<file path="config.mk">
export PLATFORM = sky130hd
export DESIGN_NAME = load_store_unit_flat
export DESIGN_NICKNAME = d
export VERILOG_FILES = /design/src/rtl/lsu_pkg.sv /design/src/rtl/load_store_unit_if.sv /design/src/rtl/lsu_align.sv /design/src/rtl/load_store_unit.sv /design/src/flat_wrapper.sv
export SDC_FILE = /design/constraint.sdc
export NUM_CORES = 1
export LEC_CHECK = 0
export BUFFER_PORTS_ARGS = -buffer_cell sky130_fd_sc_hd__buf_2
export CAP_MARGIN = 20
export CORE_ASPECT_RATIO = 1.25
export CORE_MARGIN = 5
export CORE_UTILIZATION = 45
export CTS_CLUSTER_SIZE = 25
export DETAILED_ROUTE_END_ITERATION = 8
export PLACE_DENSITY = 0.75
export SETUP_SLACK_MARGIN = 0.1
export SYNTH_ARGS = -nofsm -noshare
export SYNTH_HDL_FRONTEND = slang
export SYNTH_SLANG_ARGS = --single-unit
</file>
<file path="constraint.sdc">
create_clock -name clk -period 1.8 [get_ports clk]
set_input_delay 0.36 -clock clk [delete_from_list [all_inputs] [get_ports clk]]
set_output_delay 0.36 -clock clk [all_outputs]
set_load 0.02 [all_outputs]
</file>
<file path="src/rtl/lsu_pkg.sv">
// rtl/lsu_pkg.sv - shared encodings and helpers for the load/store unit
package lsu_pkg;

  localparam logic [1:0] SZ_B = 2'b00;
  localparam logic [1:0] SZ_H = 2'b01;
  localparam logic [1:0] SZ_W = 2'b10;
  localparam logic [1:0] SZ_X = 2'b11;

  typedef enum logic [1:0] {
    IDLE = 2'b00,
    WAIT = 2'b01,
    RESP = 2'b10
  } lsu_state_e;

  // An access faults when the size is illegal or the address is not
  // naturally aligned for the requested width.
  function automatic logic lsu_misaligned(input logic [1:0] size, input logic [1:0] off);
    logic bad;
    bad = 1'b0;
    case (size)
      SZ_H:    bad = off[0];
      SZ_W:    bad = (off != 2'b00);
      SZ_X:    bad = 1'b1;
      default: bad = 1'b0;
    endcase
    return bad;
  endfunction

endpackage

</file>
<file path="src/rtl/load_store_unit_if.sv">
// rtl/load_store_unit_if.sv - core-side and data-memory-side signal bundle of the LSU
interface load_store_unit_if;

  logic        req;
  logic        we;
  logic [1:0]  size;
  logic        uns;
  logic [31:0] addr;
  logic [31:0] wdata;
  logic        busy;
  logic        done;
  logic [31:0] rdata;
  logic        misalign;
  logic        timeout;

  logic        mem_req;
  logic        mem_we;
  logic [31:0] mem_addr;
  logic [3:0]  mem_be;
  logic [31:0] mem_wdata;
  logic        mem_ack;
  logic [31:0] mem_rdata;

  // Environment view: the core plus the data memory.
  modport master (
    output req, we, size, uns, addr, wdata, mem_ack, mem_rdata,
    input  busy, done, rdata, misalign, timeout,
    input  mem_req, mem_we, mem_addr, mem_be, mem_wdata
  );

  // LSU view.
  modport slave (
    input  req, we, size, uns, addr, wdata, mem_ack, mem_rdata,
    output busy, done, rdata, misalign, timeout,
    output mem_req, mem_we, mem_addr, mem_be, mem_wdata
  );

endinterface

</file>
<file path="src/rtl/lsu_align.sv">
// rtl/lsu_align.sv - combinational store lane steering and load extraction/extension
module lsu_align
  import lsu_pkg::*;
(
  input  logic [1:0]  size_i,
  input  logic        uns_i,
  input  logic [1:0]  off_i,
  input  logic [31:0] data_i,
  output logic [3:0]  be_o,
  output logic [31:0] wdata_o,
  output logic [31:0] rdata_o
);

  logic [7:0]  lane_b;
  logic [15:0] lane_h;

  // Store side: replicate the operand across lanes and enable only the addressed bytes.
  always_comb begin
    be_o    = 4'b0000;
    wdata_o = data_i;
    case (size_i)
      SZ_B: begin
        be_o    = 4'b0001 << off_i;
        wdata_o = {4{data_i[7:0]}};
      end
      SZ_H: begin
        be_o    = off_i[1] ? 4'b1100 : 4'b0011;
        wdata_o = {2{data_i[15:0]}};
      end
      SZ_W: begin
        be_o    = 4'b1111;
      end
      default: begin
        be_o    = 4'b0000;
      end
    endcase
  end

  // Load side: pick the addressed lane, then sign- or zero-extend it.
  always_comb begin
    lane_b = 8'h00;
    case (off_i)
      2'd0:    lane_b = data_i[7:0];
      2'd1:    lane_b = data_i[15:8];
      2'd2:    lane_b = data_i[23:16];
      default: lane_b = data_i[31:24];
    endcase
    lane_h  = off_i[1] ? data_i[31:16] : data_i[15:0];
    rdata_o = data_i;
    case (size_i)
      SZ_B:    rdata_o = {{24{~uns_i & lane_b[7]}}, lane_b};
      SZ_H:    rdata_o = {{16{~uns_i & lane_h[15]}}, lane_h};
      default: rdata_o = data_i;
    endcase
  end

endmodule

</file>
<file path="src/rtl/load_store_unit.sv">
// rtl/load_store_unit.sv - RV32I load/store unit FSM; LSU_TIMEOUT_EN enables the WAIT abort counter
module load_store_unit
  import lsu_pkg::*;
#(
  parameter int unsigned TIMEOUT = 255
) (
  input  logic             clk,
  input  logic             rst_n,
  load_store_unit_if.slave bus
);

  lsu_state_e  state_q;
  logic [29:0] addr_q;
  logic [1:0]  off_q;
  logic [1:0]  size_q;
  logic        uns_q;
  logic        we_q;
  logic [3:0]  be_q;
  logic [31:0] wdata_q;
  logic [31:0] rdata_q;
  logic        mem_req_q;
  logic        done_q;
  logic        misalign_q;

  logic        in_idle;
  logic        fault;
  logic [1:0]  al_size;
  logic        al_uns;
  logic [1:0]  al_off;
  logic [31:0] al_data;
  logic [3:0]  al_be;
  logic [31:0] al_wdata;
  logic [31:0] al_rdata;

  assign in_idle = (state_q == IDLE);
  assign fault   = lsu_misaligned(bus.size, bus.addr[1:0]);

  // In IDLE the aligner steers the incoming store; in WAIT it extracts the
  // returning load using the latched attributes. The two uses never overlap.
  assign al_size = in_idle ? bus.size       : size_q;
  assign al_uns  = in_idle ? bus.uns        : uns_q;
  assign al_off  = in_idle ? bus.addr[1:0]  : off_q;
  assign al_data = in_idle ? bus.wdata      : bus.mem_rdata;

  lsu_align u_align (
    .size_i  (al_size),
    .uns_i   (al_uns),
    .off_i   (al_off),
    .data_i  (al_data),
    .be_o    (al_be),
    .wdata_o (al_wdata),
    .rdata_o (al_rdata)
  );

`ifdef LSU_TIMEOUT_EN
  localparam int CNT_W = (TIMEOUT > 1) ? $clog2(TIMEOUT) : 1;
  localparam logic [CNT_W-1:0] CNT_LAST = CNT_W'(TIMEOUT - 1);

  logic [CNT_W-1:0] cnt_q;
  logic             timeout_q;
`endif

  // Access sequencer: IDLE accepts, WAIT holds the memory request, RESP reports.
  always_ff @(posedge clk) begin
    if (!rst_n) begin
      state_q    <= IDLE;
      addr_q     <= '0;
      off_q      <= '0;
      size_q     <= '0;
      uns_q      <= 1'b0;
      we_q       <= 1'b0;
      be_q       <= '0;
      wdata_q    <= '0;
      rdata_q    <= '0;
      mem_req_q  <= 1'b0;
      done_q     <= 1'b0;
      misalign_q <= 1'b0;
`ifdef LSU_TIMEOUT_EN
      cnt_q      <= '0;
      timeout_q  <= 1'b0;
`endif
    end else begin
      done_q     <= 1'b0;
      misalign_q <= 1'b0;
`ifdef LSU_TIMEOUT_EN
      timeout_q  <= 1'b0;
`endif
      case (state_q)
        IDLE: begin
          if (bus.req) begin
            if (fault) begin
              state_q    <= RESP;
              done_q     <= 1'b1;
              misalign_q <= 1'b1;
            end else begin
              state_q   <= WAIT;
              mem_req_q <= 1'b1;
              addr_q    <= bus.addr[31:2];
              off_q     <= bus.addr[1:0];
              size_q    <= bus.size;
              uns_q     <= bus.uns;
              we_q      <= bus.we;
              be_q      <= al_be;
              wdata_q   <= al_wdata;
`ifdef LSU_TIMEOUT_EN
              cnt_q     <= '0;
`endif
            end
          end
        end
        WAIT: begin
          if (bus.mem_ack) begin
            state_q   <= RESP;
            mem_req_q <= 1'b0;
            done_q    <= 1'b1;
            if (!we_q) begin
              rdata_q <= al_rdata;
            end
          end
`ifdef LSU_TIMEOUT_EN
          else if (cnt_q == CNT_LAST) begin
            state_q   <= RESP;
            mem_req_q <= 1'b0;
            done_q    <= 1'b1;
            timeout_q <= 1'b1;
          end else begin
            cnt_q <= cnt_q + 1'b1;
          end
`endif
        end
        RESP: begin
          state_q <= IDLE;
        end
        default: begin
          state_q   <= IDLE;
          mem_req_q <= 1'b0;
        end
      endcase
    end
  end

  assign bus.busy      = (in_idle & bus.req) | (state_q == WAIT);
  assign bus.done      = done_q;
  assign bus.rdata     = rdata_q;
  assign bus.misalign  = misalign_q;
  assign bus.mem_req   = mem_req_q;
  assign bus.mem_we    = we_q;
  assign bus.mem_addr  = {addr_q, 2'b00};
  assign bus.mem_be    = be_q;
  assign bus.mem_wdata = wdata_q;

`ifdef LSU_TIMEOUT_EN
  assign bus.timeout   = timeout_q;
`else
  assign bus.timeout   = 1'b0;
`endif

endmodule

</file>
<file path="src/flat_wrapper.sv">
// flat-port wrapper written by rule: the top's interface ports become plain ports
module load_store_unit_flat import lsu_pkg::*;
#(
  parameter int unsigned TIMEOUT = 255
)
  (clk, rst_n, bus_req, bus_we, bus_size, bus_uns, bus_addr, bus_wdata, bus_mem_ack, bus_mem_rdata, bus_busy, bus_done, bus_rdata, bus_misalign, bus_timeout, bus_mem_req, bus_mem_we, bus_mem_addr, bus_mem_be, bus_mem_wdata);
  load_store_unit_if bus_i ();
  input  logic clk;
  input  logic rst_n;
  input wire logic [$bits(bus_i.req)-1:0] bus_req;
  input wire logic [$bits(bus_i.we)-1:0] bus_we;
  input wire logic [$bits(bus_i.size)-1:0] bus_size;
  input wire logic [$bits(bus_i.uns)-1:0] bus_uns;
  input wire logic [$bits(bus_i.addr)-1:0] bus_addr;
  input wire logic [$bits(bus_i.wdata)-1:0] bus_wdata;
  input wire logic [$bits(bus_i.mem_ack)-1:0] bus_mem_ack;
  input wire logic [$bits(bus_i.mem_rdata)-1:0] bus_mem_rdata;
  output wire logic [$bits(bus_i.busy)-1:0] bus_busy;
  output wire logic [$bits(bus_i.done)-1:0] bus_done;
  output wire logic [$bits(bus_i.rdata)-1:0] bus_rdata;
  output wire logic [$bits(bus_i.misalign)-1:0] bus_misalign;
  output wire logic [$bits(bus_i.timeout)-1:0] bus_timeout;
  output wire logic [$bits(bus_i.mem_req)-1:0] bus_mem_req;
  output wire logic [$bits(bus_i.mem_we)-1:0] bus_mem_we;
  output wire logic [$bits(bus_i.mem_addr)-1:0] bus_mem_addr;
  output wire logic [$bits(bus_i.mem_be)-1:0] bus_mem_be;
  output wire logic [$bits(bus_i.mem_wdata)-1:0] bus_mem_wdata;
  assign bus_i.req = bus_req;
  assign bus_i.we = bus_we;
  assign bus_i.size = bus_size;
  assign bus_i.uns = bus_uns;
  assign bus_i.addr = bus_addr;
  assign bus_i.wdata = bus_wdata;
  assign bus_i.mem_ack = bus_mem_ack;
  assign bus_i.mem_rdata = bus_mem_rdata;
  assign bus_busy = bus_i.busy;
  assign bus_done = bus_i.done;
  assign bus_rdata = bus_i.rdata;
  assign bus_misalign = bus_i.misalign;
  assign bus_timeout = bus_i.timeout;
  assign bus_mem_req = bus_i.mem_req;
  assign bus_mem_we = bus_i.mem_we;
  assign bus_mem_addr = bus_i.mem_addr;
  assign bus_mem_be = bus_i.mem_be;
  assign bus_mem_wdata = bus_i.mem_wdata;
  load_store_unit #(.TIMEOUT(TIMEOUT)) u_core (.clk(clk), .rst_n(rst_n), .bus(bus_i));
endmodule
</file>
# After elaboration in Yosys (flattened, before gate mapping)
# Cells that the tools add are included.
dict set report op_classes {
  n_eq_ne 12
  shift 1
  mux 23
  n_bitwise 8
  n_reduce_logical 9
}
# op count
set ops {}
lappend ops {{$pmux W32 S2} 2}
lappend ops {{$mux W32} 1}
lappend ops {{$pmux W8 S3} 1}
lappend ops {{$mux W16} 1}
lappend ops {{$pmux W4 S3} 1}
lappend ops {{$eq A2 B2 Y1 const B} 5}
lappend ops {{$mux W2} 5}
lappend ops {{$eq A2 B1 Y1 const B} 4}
lappend ops {{$mux W1} 7}
lappend ops {{$logic_not A2 Y1} 3}
lappend ops {{$ne A2 B2 Y1 const B} 3}
lappend ops {{$pmux W1 S3} 2}
lappend ops {{$reduce_and A3 Y1} 2}
lappend ops {{$mux W4} 1}
lappend ops {{$not A1 Y1} 4}
lappend ops {{$pmux W2 S2} 1}
lappend ops {{$reduce_and A2 Y1} 2}
lappend ops {{$reduce_and A4 Y1} 1}
lappend ops {{$shl A1 B2 Y4 const A} 1}
lappend ops {{$and A1 B1 Y1} 3}
lappend ops {{$pmux W1 S2} 1}
lappend ops {{$reduce_bool A2 Y1} 1}
lappend ops {{$or A1 B1 Y1} 1}
dict set report totals {
  regBits 109
  in_bits 104
  out_inout_bits 106
  word_cells 65
}

# Logic depth before layout (Yosys ltp)
# Gate-level depths: netlist (run 1).
dict set report logic_depth {
  depth_word 6
  mapped_depth 9
}

# By module
# A second synthesis (run 1) with hierarchy kept.
dict set report hier_totals {
  cells_unflattened 710
  area_unflattened_um2 5898.2
}
# mod n_inst cells_each area_per_inst_um2
set by_module_without_submodules {}
lappend by_module_without_submodules {load_store_unit 1 520 4647.0}
lappend by_module_without_submodules {lsu_align 1 190 1251.2}

# Worst setup path before layout (run 1)
# Ideal clock, no wire load.
dict set report synth_timing {
  path_type {input port to flip-flop}
  startpoint {input bus_addr[1]}
  endpoint {register u_core.wdata_q[10] (netlist: u_core.bus.mem_wdata[10])}
  setup_time_ps 119
  arrival_ps 1669
  t_required_ps 1681
  path_slack_ps 12
  cell_stages 8
  path_cell_list {buf_2 o21a_1 o22ai_2 and3_1 buf_2 buf_4 o221ai_1 o221a_2}
}
dict set report synth_between {
  elab_chain_len 4
}
# item line_no
set synth_lines {}
lappend synth_lines {{from (decl)} flat_wrapper.sv:14} ;# input wire logic [$bits(bus_i.addr)-1:0] bus_addr;
lappend synth_lines {{$reduce_bool A2 Y1} lsu_pkg.sv:22} ;# SZ_W: bad = (off != 2'b00);
lappend synth_lines {{$pmux W1 S3} lsu_pkg.sv:20} ;# case (size)
lappend synth_lines {{$not A1 Y1 (no source line)} --}
lappend synth_lines {{$reduce_and A3 Y1 (no source line)} --}
lappend synth_lines {{to (signal assigned)} load_store_unit.sv:104} ;# wdata_q <= al_wdata;
lappend synth_lines {{to (decl)} load_store_unit.sv:19} ;# logic [31:0] wdata_q;
# No other way between the ends.
# A chain may end at the register's enable or synchronous reset.

# Worst setup path in the final report (run 1)
dict set report layout_timing {
  startpoint {register u_core.state_q[0]}
  endpoint {register u_core.rdata_q[0] (netlist: u_core.bus.rdata[0])}
}
dict set report layout_between {
  elab_chain_len 5
  word_cells_on_any_way 14
  classes_between {4 x eq/ne; 6 x mux; 4 x reduce/logical}
}
# item line_no
set layout_lines {}
lappend layout_lines {{from (decl)} load_store_unit.sv:12} ;# lsu_state_e state_q;
lappend layout_lines {{from (signal assigned)} load_store_unit.sv:66} ;# state_q <= IDLE;
lappend layout_lines {{from (signal assigned)} load_store_unit.sv:92} ;# state_q <= RESP;
lappend layout_lines {{from (signal assigned)} load_store_unit.sv:96} ;# state_q <= WAIT;
lappend layout_lines {{$logic_not A2 Y1} load_store_unit.sv:35} ;# assign in_idle = (state_q == IDLE);
lappend layout_lines {{$mux W2} load_store_unit.sv:42} ;# assign al_off = in_idle ? bus.addr[1:0] : off_q;
lappend layout_lines {{$eq A2 B2 Y1 (tied with other cells)} lsu_align.sv:42} ;# case (off_i)
lappend layout_lines {{$pmux W8 S3} lsu_align.sv:42}
lappend layout_lines {{$pmux W32 S2} lsu_align.sv:50} ;# case (size_i)
lappend layout_lines {{to (signal assigned)} load_store_unit.sv:117} ;# rdata_q <= al_rdata;
lappend layout_lines {{to (decl)} load_store_unit.sv:20} ;# logic [31:0] rdata_q;
# Several ways; a longest one is shown, not always the timed one.

==> out/qor.yml, run 1 <==
hold_viol_final: 0
setup_ws_ns: -0.0807
required_ns: 2.04
p_per_area_mw_per_mm2: 848
syn_area_per_cell_um2: 8.42
cts_sinks: 109
synth_edf_count: 0
hold_path_depth: 3
dp.cells: 1053
status: "finished with violations"
worstRegToRegCells: 8
nNetsFinal: 1021
synth_seq_area_share: 0.402
root_buffer: "clkbuf_16"
yosys_warnings: 0
async_flop_share: 0
max_cap_violations: 0
grt_start_max_net_pins: 34
insertion_delay_ns: 0.35
tightest_slew_ns: 0.572
final_antenna_net_count: 0
maxSlewHeadroom: 0.614
ys.flop_type: "dfxtp_1"
rsz0062_at_grt: "yes"
layout_commonest_cell: "buf_2"
layout-drive-gt1-share: 0.482
port_buffers: 206
dp_slack_ns: -0.239
post-route-drc-count: 0
setup_viol: 32
grt_usage: 0.265
critPathCaptureType: "flip-flop"
worstPathArrival_ns: 2.12
fin_crit_ns: 1.88
avgRoutedWirePerCell_um: 19.6
antenna_cells: 0
ios: 210
final_cell_mix: "207 x buf_2, 112 x nand2_1, 107 x dfxtp_1"
die_h_um: 133
fin_area_mm2: 0.00833
cts_buffers: 9
r2r_slack_ns: -0.08
coreArea_mm2: 0.0120
dp_hpwl_mm: 14.5
period_share: 1.04
violations: "setup timing"
drt_pre_antenna_iters: 7
start_util: 0.453
finClkSkew_ns: 0.00865
whs_ns: 0.245
drt_iter0_markers: 517
hp-class: "in -> reg"
ir_drop_v: 0.000465
wl_mm: 21.3
overflow: 0
antenna_found_initial: 0
path_class: "reg -> reg"
synth_cell_types: 55
first_global_vias: 5654
clk_pin_slew_ns: 0.07
dpl_cell_area_mm2: 0.00732
gp_congestion: 0.909
cts_tree: "done"
leakagePower_nw: 3.79
via_per_inst: 5.68
netlist_area_mm2: 0.00543
grt_pass1_wl_mm: 30.0
clk_path_buf_depth: 2
fp-row-count: 45
postSynthCellCount: 645
ys_ff_latch: 109
max_freq_mhz: 532
via_count: 6165
fin_cells: 1086
h-tree-depth: 3
area_growth_pct: 53.4
crit_fanout: 8
die-area_mm2: 0.0144
start_kind: "flip-flop"
drv_slew: 0
die_x_um: 108
utilization: 0.695
[synthesized netlist by cell type (3+ instances only)]
cell	count	area [µm²]
a21oi_2	10	87.6
o221ai_1	5	43.8
dfxtp_1	109	2180
nand2b_1	3	18.8
nand2_1	112	420
buf_4	7	52.6
buf_2	21	105
nor2_1	37	139
or2_2	5	31.3
a31oi_1	16	100
or3_1	5	31.3
clkbuf_1	24	90.1
nand3_1	25	125
nor4bb_1	4	40.0
o31ai_1	3	22.5
a211oi_1	7	52.6
nor3_1	3	15.0
o221a_2	10	113
mux2i_1	36	360
a21boi_0	39	293
o21ai_0	47	235
mux2_2	4	45.0
o21a_1	3	22.5
buf_6	6	67.6
nor3b_1	3	22.5
o22ai_1	7	43.8
and3_1	5	31.3
a21boi_1	5	37.5
o211a_1	11	110
a21oi_1	34	170
nor2b_1	5	31.3
[per-stage QoR]
step                      TNS, ns  total power, W
final                       -1.26         0.00706
after global routing        -3.26         0.00731
after CTS                  -0.746         0.00682
after detailed placement    -4.13         0.00452
after global placement      -2.53         0.00450
after floorplan                 0         0.00371
[worst max-delay path, stage by stage, from the launching register on]
cell and delay, ns:
dfxtp_2 0.34, buf_6 0.14, nor2_4 0.14, buf_6 0.16
buf_12 0.11, mux2i_4 0.31, and3_4 0.25, nand3_1 0.08
a32o_1 0.25
[what timing repair did]
item,in CTS,in global routing
setup endpoints to repair,80,85
setup buffers,6,8
hold buffers,0,0
cloned,0,3
pin swaps,24,21
gates resized for setup,63,63
[layer usage]
| metal | GRT usage | wire, µm | vias up | part of all wire |
|---|---|---|---|---|
| met5 | 0 | 0 | - | 0 |
| met3 | 0.0488 | 1710 | 79 | 0.080 |
| met2 | 0.438 | 10300 | 373 | 0.48 |
| met4 | 0.118 | 1050 | 0 | 0.049 |
| li1 | - | - | 2851 | - |
| met1 | 0.332 | 8250 | 2862 | 0.39 |
[area by class of cell]
type	count	area [µm²]
Multi-Input combinational cell	477	3420
Clock buffer	11	243
Inverter	2	10.0
Tap cell	164	205
Sequential cell	109	2180
Timing Repair Buffer	318	2190
Fill cell	924	3660
Clock inverter	5	82.6
[state kept, by name, indices dropped and copies added (netlist names)]
| name | cells |
|---|---|
| u_core.bus.mem_wdata | 32 |
| u_core.bus.rdata | 32 |
| u_core.addr_q | 30 |
| u_core.bus.mem_be | 4 |
| u_core.off_q | 2 |
| u_core.size_q | 2 |
| u_core.state_q | 2 |
| u_core.bus.done | 1 |
| u_core.bus.mem_req | 1 |
| u_core.bus.mem_we | 1 |
| u_core.bus.misalign | 1 |
| u_core.uns_q | 1 |
[final timing paths]
kind                     startpoint             endpoint
setup / recovery  u_core.state_q[0]  u_core.bus.rdata[0]
hold / removal         bus_addr[18]    u_core.addr_q[16]
setup reg to reg  u_core.state_q[0]  u_core.bus.rdata[0]
hold reg to reg   u_core.addr_q[18]    u_core.addr_q[18]
[where the power goes]
part	internal (W)	switching, W	total, W
logic	0.00101	0.00124	0.00225
clock network	0.00126	0.000901	0.00217
registers	0.00256	0.0000889	0.00265
total	0.00484	0.00223	0.00706
[kinds of logic after synthesis]
group | share of synthesized area
and+or+nand+nor | 0.190
AOI/OAI and AO/OA | 0.270
DFF | 0.402
buffers and inverters | 0.0601
muxes | 0.0771
other | 0.000690
Power figures use the tool's default switching activity.
==> inputs of run 2 (changes only) <==
- ABC_AREA: not set -> 1
- CAP_MARGIN: 20 -> 25
- CELL_PAD_IN_SITES_DETAIL_PLACEMENT: not set -> 0
- CELL_PAD_IN_SITES_GLOBAL_PLACEMENT: not set -> 2
- CORE_UTILIZATION: 45 -> 23
- PLACE_DENSITY: 0.75 -> 0.74
==> run 2 against run 1 <==
  * Utilization decreased by 36 points
  * The run now ends clean
  * Area after synthesis is 3.2% higher
  * Critical path type unchanged
  * Clock skew increased by 0.00098 ns
==> out/qor.yml, run 2 <==
cts_tree: "done"
clk_pin_slew_ns: 0.09  # +0.02 ns
postSynthCellCount: 846  # +31%
die-area_mm2: 0.0276  # +92%
leakagePower_nw: 4.06  # +7.1%
first_global_vias: 5784  # +2.3%
synth_seq_area_share: 0.389  # -0.0125
grt_start_max_net_pins: 48  # +41%
cts_sinks: 109  # unchanged
setup.worst_path.start: "u_core.state_q[1]"
status: "complete, no violations"
die_x_um: 150  # +38%
cp-endpoint: "u_core.bus.rdata[14]"
drv_slew: 0  # unchanged
antenna_cells: 0  # unchanged
antenna_found_initial: 0  # unchanged
drt_iter0_markers: 320  # -38%
coreArea_mm2: 0.0243  # +100%
setup_viol: 0  # -100%
start_kind: "flip-flop"
syn_area_per_cell_um2: 6.63  # -21%
async_flop_share: 0  # unchanged
synth_area_leaders: "dfxtp_1 39%, nand2_1 13%, nor2_1 11%"
met3_usage: 0.0273  # -0.0215
ios: 210  # unchanged
nNetsFinal: 1192  # +17%
cts_buffers: 9  # unchanged
rsz0062_at_grt: "yes"
grt_usage: 0.159  # -0.106
root_buffer: "clkbuf_16"
clk_path_buf_depth: 2  # unchanged
grt-busiest-layer: "met2"
ys_ff_latch: 109  # unchanged
post-route-drc-count: 0  # unchanged
drt_pre_antenna_iters: 4  # -3
use_met2: 0.277  # -0.161
port_buffers: 206  # unchanged
die_h_um: 185  # +39%
max_cap_violations: 0  # unchanged
ir_drop_v: 0.000469  # +0.89%
start_util: 0.231  # -0.222
worstPathArrival_ns: 1.99  # -0.13 ns
setup_ws_ns: 0.0882  # +0.169 ns
final_cell_mix: "205 x buf_2, 196 x nand2_1, 158 x nor2_1"
insertion_delay_ns: 0.37  # +0.02 ns
area_growth_pct: 42.9
max_freq_mhz: 584  # +9.9%
h-tree-depth: 3  # unchanged
path_class: "reg -> reg"
gp_congestion: 0.829  # -8.8%
hold_viol_final: 0  # unchanged
overflow: 0  # unchanged
yosysMostFrequentCell: "nand2_1"
r2r_slack_ns: 0.09  # +0.17 ns
dp_hpwl_mm: 16.8  # +16%
netlist_area_mm2: 0.00561  # +3.2%
fin_crit_ns: 1.71  # -0.169 ns
final_antenna_net_count: 0  # unchanged
required_ns: 2.08  # +0.04 ns
synth_cell_types: 33  # -40%
finClkSkew_ns: 0.00962  # +0.000979 ns
synth_edf_count: 0  # unchanged
synth_commonest_cells: "200 x nand2_1, 161 x nor2_1, 109 x dfxtp_1"
layout-drive-gt1-share: 0.341  # -0.140
avgRoutedWirePerCell_um: 16.0  # -19%
crit_fanout: 14  # +6
layout_commonest_cell: "buf_2"
design_power_total_w: 0.00700  # -0.84%
netlist.area_leader.share: 0.389  # -0.0125
via_per_inst: 4.27  # -25%
synth_top_area_cell: "dfxtp_1"
r2r_start: "u_core.state_q[1]"
via_count: 6083  # -1.3%
wl_mm: 22.8  # +6.8%
period_share: 0.951  # -0.0938
r2r-end: "u_core.bus.rdata[14]"
critPathCaptureType: "flip-flop"
hp-class: "in -> reg"
yosys_warnings: 0  # unchanged
dp_slack_ns: -0.149  # +0.0897 ns
grt_use_met1: 0.199  # -0.133
p_per_area_mw_per_mm2: 874  # +3.1%
grt_pass1_wl_mm: 33.5  # +12%
ys.flop_type: "dfxtp_1"
worstRegToRegCells: 12  # +4
fp-row-count: 64  # +42%
ctsHoldBuffers: 0  # unchanged
==> run 2: per-stage QoR <==
stage	utilization	setup TNS, ns	area [µm²]	hold WS (ns)	cells
after floorplan	-	0	5620	0.458	848
final	0.330	0	8020	0.230	1423
after CTS	0.318	0	7700	0.213	1410
after global routing	0.330	-0.475	8020	0.224	1423
after detailed placement	0.303	-2.71	7340	0.452	1390
after global placement	0.303	-0.931	7340	0.450	1390
==> run 2: timing repair <==
item                       CTS  global route
gates resized for setup      9            42
pin swaps                    3             5
gates cloned                 0             5
setup endpoints to repair   63            59
buffers inserted             4             8
==> run 2: layout make-up <==
class	instances	area, µm²
inverter	86	343
clock inverter	7	73.8
timing repair inverter	1	5.00
clock buffer	9	225
fill	2760	16200
tap	330	413
timing repair buffer	281	1860
sequential	109	2180
multi-input combinational	600	2910
==> run 2: how the worst min path moves through the flow <==
stage                            startpoint                      end  slack, ns  cells after the start
global placement    u_core.bus.mem_wdata[5]  u_core.bus.mem_wdata[5]       0.45                      2
global route                    bus_addr[4]         u_core.addr_q[2]       0.22                      3
finish                          bus_addr[8]         u_core.addr_q[6]       0.23                      3
detailed placement  u_core.bus.mem_wdata[0]  u_core.bus.mem_wdata[0]       0.45                      2
CTS                             bus_addr[8]         u_core.addr_q[6]       0.21                      3
floorplan                   u_core.off_q[1]          u_core.off_q[1]       0.46                      2
==> run 2: power breakdown <==
| part | internal, W | switching, W | leakage (nW) |
|---|---|---|---|
| Sequential | 0.00258 | 0.0000843 | 0.892 |
| Clock | 0.000990 | 0.00111 | 0.147 |
| Combinational | 0.000871 | 0.00137 | 3.02 |
==> run 2: per-layer routing <==
metal / vias up / share of wire
met4: 0 / 0.015
met3: 17 / 0.053
met2: 156 / 0.51
met5: - / 0
li1: 3139 / -
met1: 2771 / 0.43
==> run 2: cells by family after synthesis <==
kind of cell / share of synthesized area
flops: 0.389
other cells: 0.000669
mux: 0.00402
simple gates: 0.350
compound gates: 0.140
buf+inv: 0.116
==> run 2: worst max-delay path, stage by stage (launching register included) <==
cell and delay [ns]:
dfxtp_2 0.35, nor2_4 0.20, buf_4 0.17, clkbuf_16 0.17
nand2_1 0.05, nand2_1 0.12, nand2_1 0.07, nand2_1 0.11
nor2_1 0.06, nor2_1 0.13, nand3_2 0.10, nand2_1 0.06
inv_1 0.03
==> inputs of run 3 (changes only) <==
- BUFFER_PORTS_ARGS: -buffer_cell sky130_fd_sc_hd__buf_2 -> -buffer_cell sky130_fd_sc_hd__buf_4
==> run 3 against run 2 <==
  * Clock power shrank 2%
  * Non-clock buffer count grew 5
  * Sequential power about the same
  * Via count increased by 0.39%
  * Worst setup slack got worse by 0.034 ns
  * Register-to-register slack got worse by 0.03 ns
  * Worst hold slack improved by 0.0033 ns
  * Final cell count is 0.42% higher
  * Clock skew is 0.0025 ns higher
  * Power rose by 3.5%
  * Largest cell class unchanged
  * Routed wire length increased by 1.7%
  * Largest power group unchanged
==> out/qor.yml, run 3 (synthesized netlist as in run 2, its figures left out) <==
layout-drive-gt1-share: 0.367  # +0.0254
root_buffer: "clkbuf_16"
path_class: "reg -> reg"
fillers: 2700  # -2.2%
critPathCaptureType: "flip-flop"
swShare: 0.358  # -0.00750
via_count: 6107  # +0.39%
final_cell_mix: "260 x buf_4, 181 x nand2_1, 158 x nor2_1"
r2r_slack_ns: 0.05  # -0.03 ns
antenna_found_initial: 0  # unchanged
p_comb_frac: 0.348  # +0.028
fin_crit_ns: 1.75  # +0.0335 ns
clk_path_buf_depth: 2  # unchanged
worstPathArrival_ns: 2.01  # +0.02 ns
cpMostUsedCell: "nand2_2"
overflow: 0  # unchanged
insertion_delay_ns: 0.37  # about the same
layout_commonest_cell: "buf_4"
rsz0062_at_grt: "yes"
finClkSkew_ns: 0.0121  # +0.00245 ns
cts_sinks: 109  # unchanged
antenna_cells: 0  # unchanged
setup_viol: 0  # unchanged
critPathMaxStageDelay_ns: 0.39  # +0.04 ns
max_freq_mhz: 573  # -1.9%
cts_tree: "done"
gp_congestion: 0.839  # +1.2%
seqCellArea_mm2: 0.00219  # +0.23%
final_antenna_net_count: 0  # unchanged
ir_drop_v: 0.000443  # -5.7%
crit_fanout: 4  # -10
p_per_area_mw_per_mm2: 832  # -4.8%
critPathTopFamily: "simple AND/OR/NAND/NOR gates"
hp-class: "in -> reg"
via_per_inst: 4.27  # about the same
clk_pin_slew_ns: 0.09  # about the same
leakagePower_nw: 4.22  # +4.1%
clkPwrFrac: 0.283  # -0.017
die-area_mm2: 0.0276  # unchanged
dpl_cell_area_mm2: 0.00783  # +6.6%
crit_path_cell_trace: "nor2_4 -> buf_4 -> buf_6 -> nand2_2 -> nand2_2 -> nand2_2 -> nand2_2 -> nand3_4 -> buf_4 -> buf_4 -> nand2_1 -> nand3_1 -> nand2_1 -> inv_1"
max_cap_violations: 0  # unchanged
fin_area_mm2: 0.00872  # +8.8%
dp_hpwl_mm: 17.4  # +3.3%
die_h_um: 185  # unchanged
seqPwrFrac: 0.369  # -0.011
drt_iter0_markers: 281  # -12%
post-route-drc-count: 0  # unchanged
h-tree-depth: 3  # unchanged
start_util: 0.231  # unchanged
ios: 210  # unchanged
tns_ns: 0  # unchanged
start_kind: "flip-flop"
crit_buf_inv: 5  # +2
port_buffers: 206  # unchanged
grt_pass1_wl_mm: 34.2  # +2.1%
multi_input_area_mm2: 0.00304  # +4.5%
slowest_stage: "dfxtp_4"
coreArea_mm2: 0.0243  # unchanged
fp-row-count: 64  # unchanged
drv_slew: 0  # unchanged
cts_buffers: 9  # unchanged
drt_pre_antenna_iters: 4  # unchanged
nNetsFinal: 1198  # +0.50%
hold_viol_final: 0  # unchanged
p_int_w: 0.00465  # +4.8%
area_growth_pct: 55.4
required_ns: 2.06  # -0.02 ns
grt_usage: 0.162  # +0.00277
status: "complete, no violations"
p_sw_w: 0.00260  # +1.4%
die_x_um: 150  # unchanged
avgRoutedWirePerCell_um: 16.2  # +1.3%
period_share: 0.970  # +0.0186
wl_mm: 23.2  # +1.7%
grt_start_max_net_pins: 32  # -33%
first_global_vias: 5923  # +2.4%
run 3: cell count changes in the layout (fill, tap and decap cells not counted), moves of 5 or more:
cell	delta
nand3_1	-5
nand2_1	-15
nand2_2	+11
buf_4	+208
buf_2	-205
run 3: cell type report:
class                   count  area share
multi-input cells         602       0.349
repair buffers            286       0.279
flip-flops and latches    109       0.251
well taps                 330      0.0474
inverters                  86      0.0396
clock buffers               9      0.0258
clock inverters             7     0.00847
run 3: final timing paths:
| kind | startpoint | end | cells after the start |
|---|---|---|---|
| setup / recovery | u_core.state_q[1] | u_core.bus.rdata[7] | 14 |
| hold / removal | bus_addr[11] | u_core.addr_q[9] | 3 |
| setup reg to reg | u_core.state_q[1] | u_core.bus.rdata[7] | 14 |
| hold reg to reg | u_core.bus.mem_be[3] | u_core.bus.mem_be[3] | 2 |
run 3: stage by stage:
step,hold slack (ns),power (W),setup WS (ns),std cells,util
after floorplan,0.458,0.00393,0.280,848,-
after global placement,0.454,0.00496,-0.261,1388,0.323
after detailed placement,0.458,0.00496,-0.258,1388,0.323
after CTS,0.223,0.00718,0.0659,1413,0.344
after global routing,0.230,0.00771,-0.0288,1429,0.359
final,0.233,0.00725,0.0547,1429,0.359
run 3: power groups by stage:
stage               clock network (W)  logic [W]  registers, W
finish                        0.00205    0.00252       0.00268
detailed placement                  0    0.00223       0.00273
floorplan                           0    0.00103       0.00291
global route                  0.00226    0.00274       0.00270
CTS                           0.00216    0.00234       0.00268
global placement                    0    0.00223       0.00273
run 3: per-layer routing:
layer | track usage | up-vias | wire (µm)
li1 | - | 3159 | -
met1 | 0.207 | 2798 | 10100
met2 | 0.281 | 136 | 11700
met3 | 0.0303 | 14 | 1080
met4 | 0.0395 | 0 | 305
met5 | 0 | - | 0
run 3: worst reg2reg max path, delay by kind of cell, from the launching register on:
kind                   cells  cell delay [ns]
and+or+nand+nor            9             0.75
buffers and inverters      5             0.54
DFF                        1             0.39
run 3: timing repair:
action	CTS	global route
hold buffers	0	0
gates cloned	3	2
setup endpoints to repair	55	53
gates resized for setup	36	54
buffers inserted	6	14
pin swaps	7	16
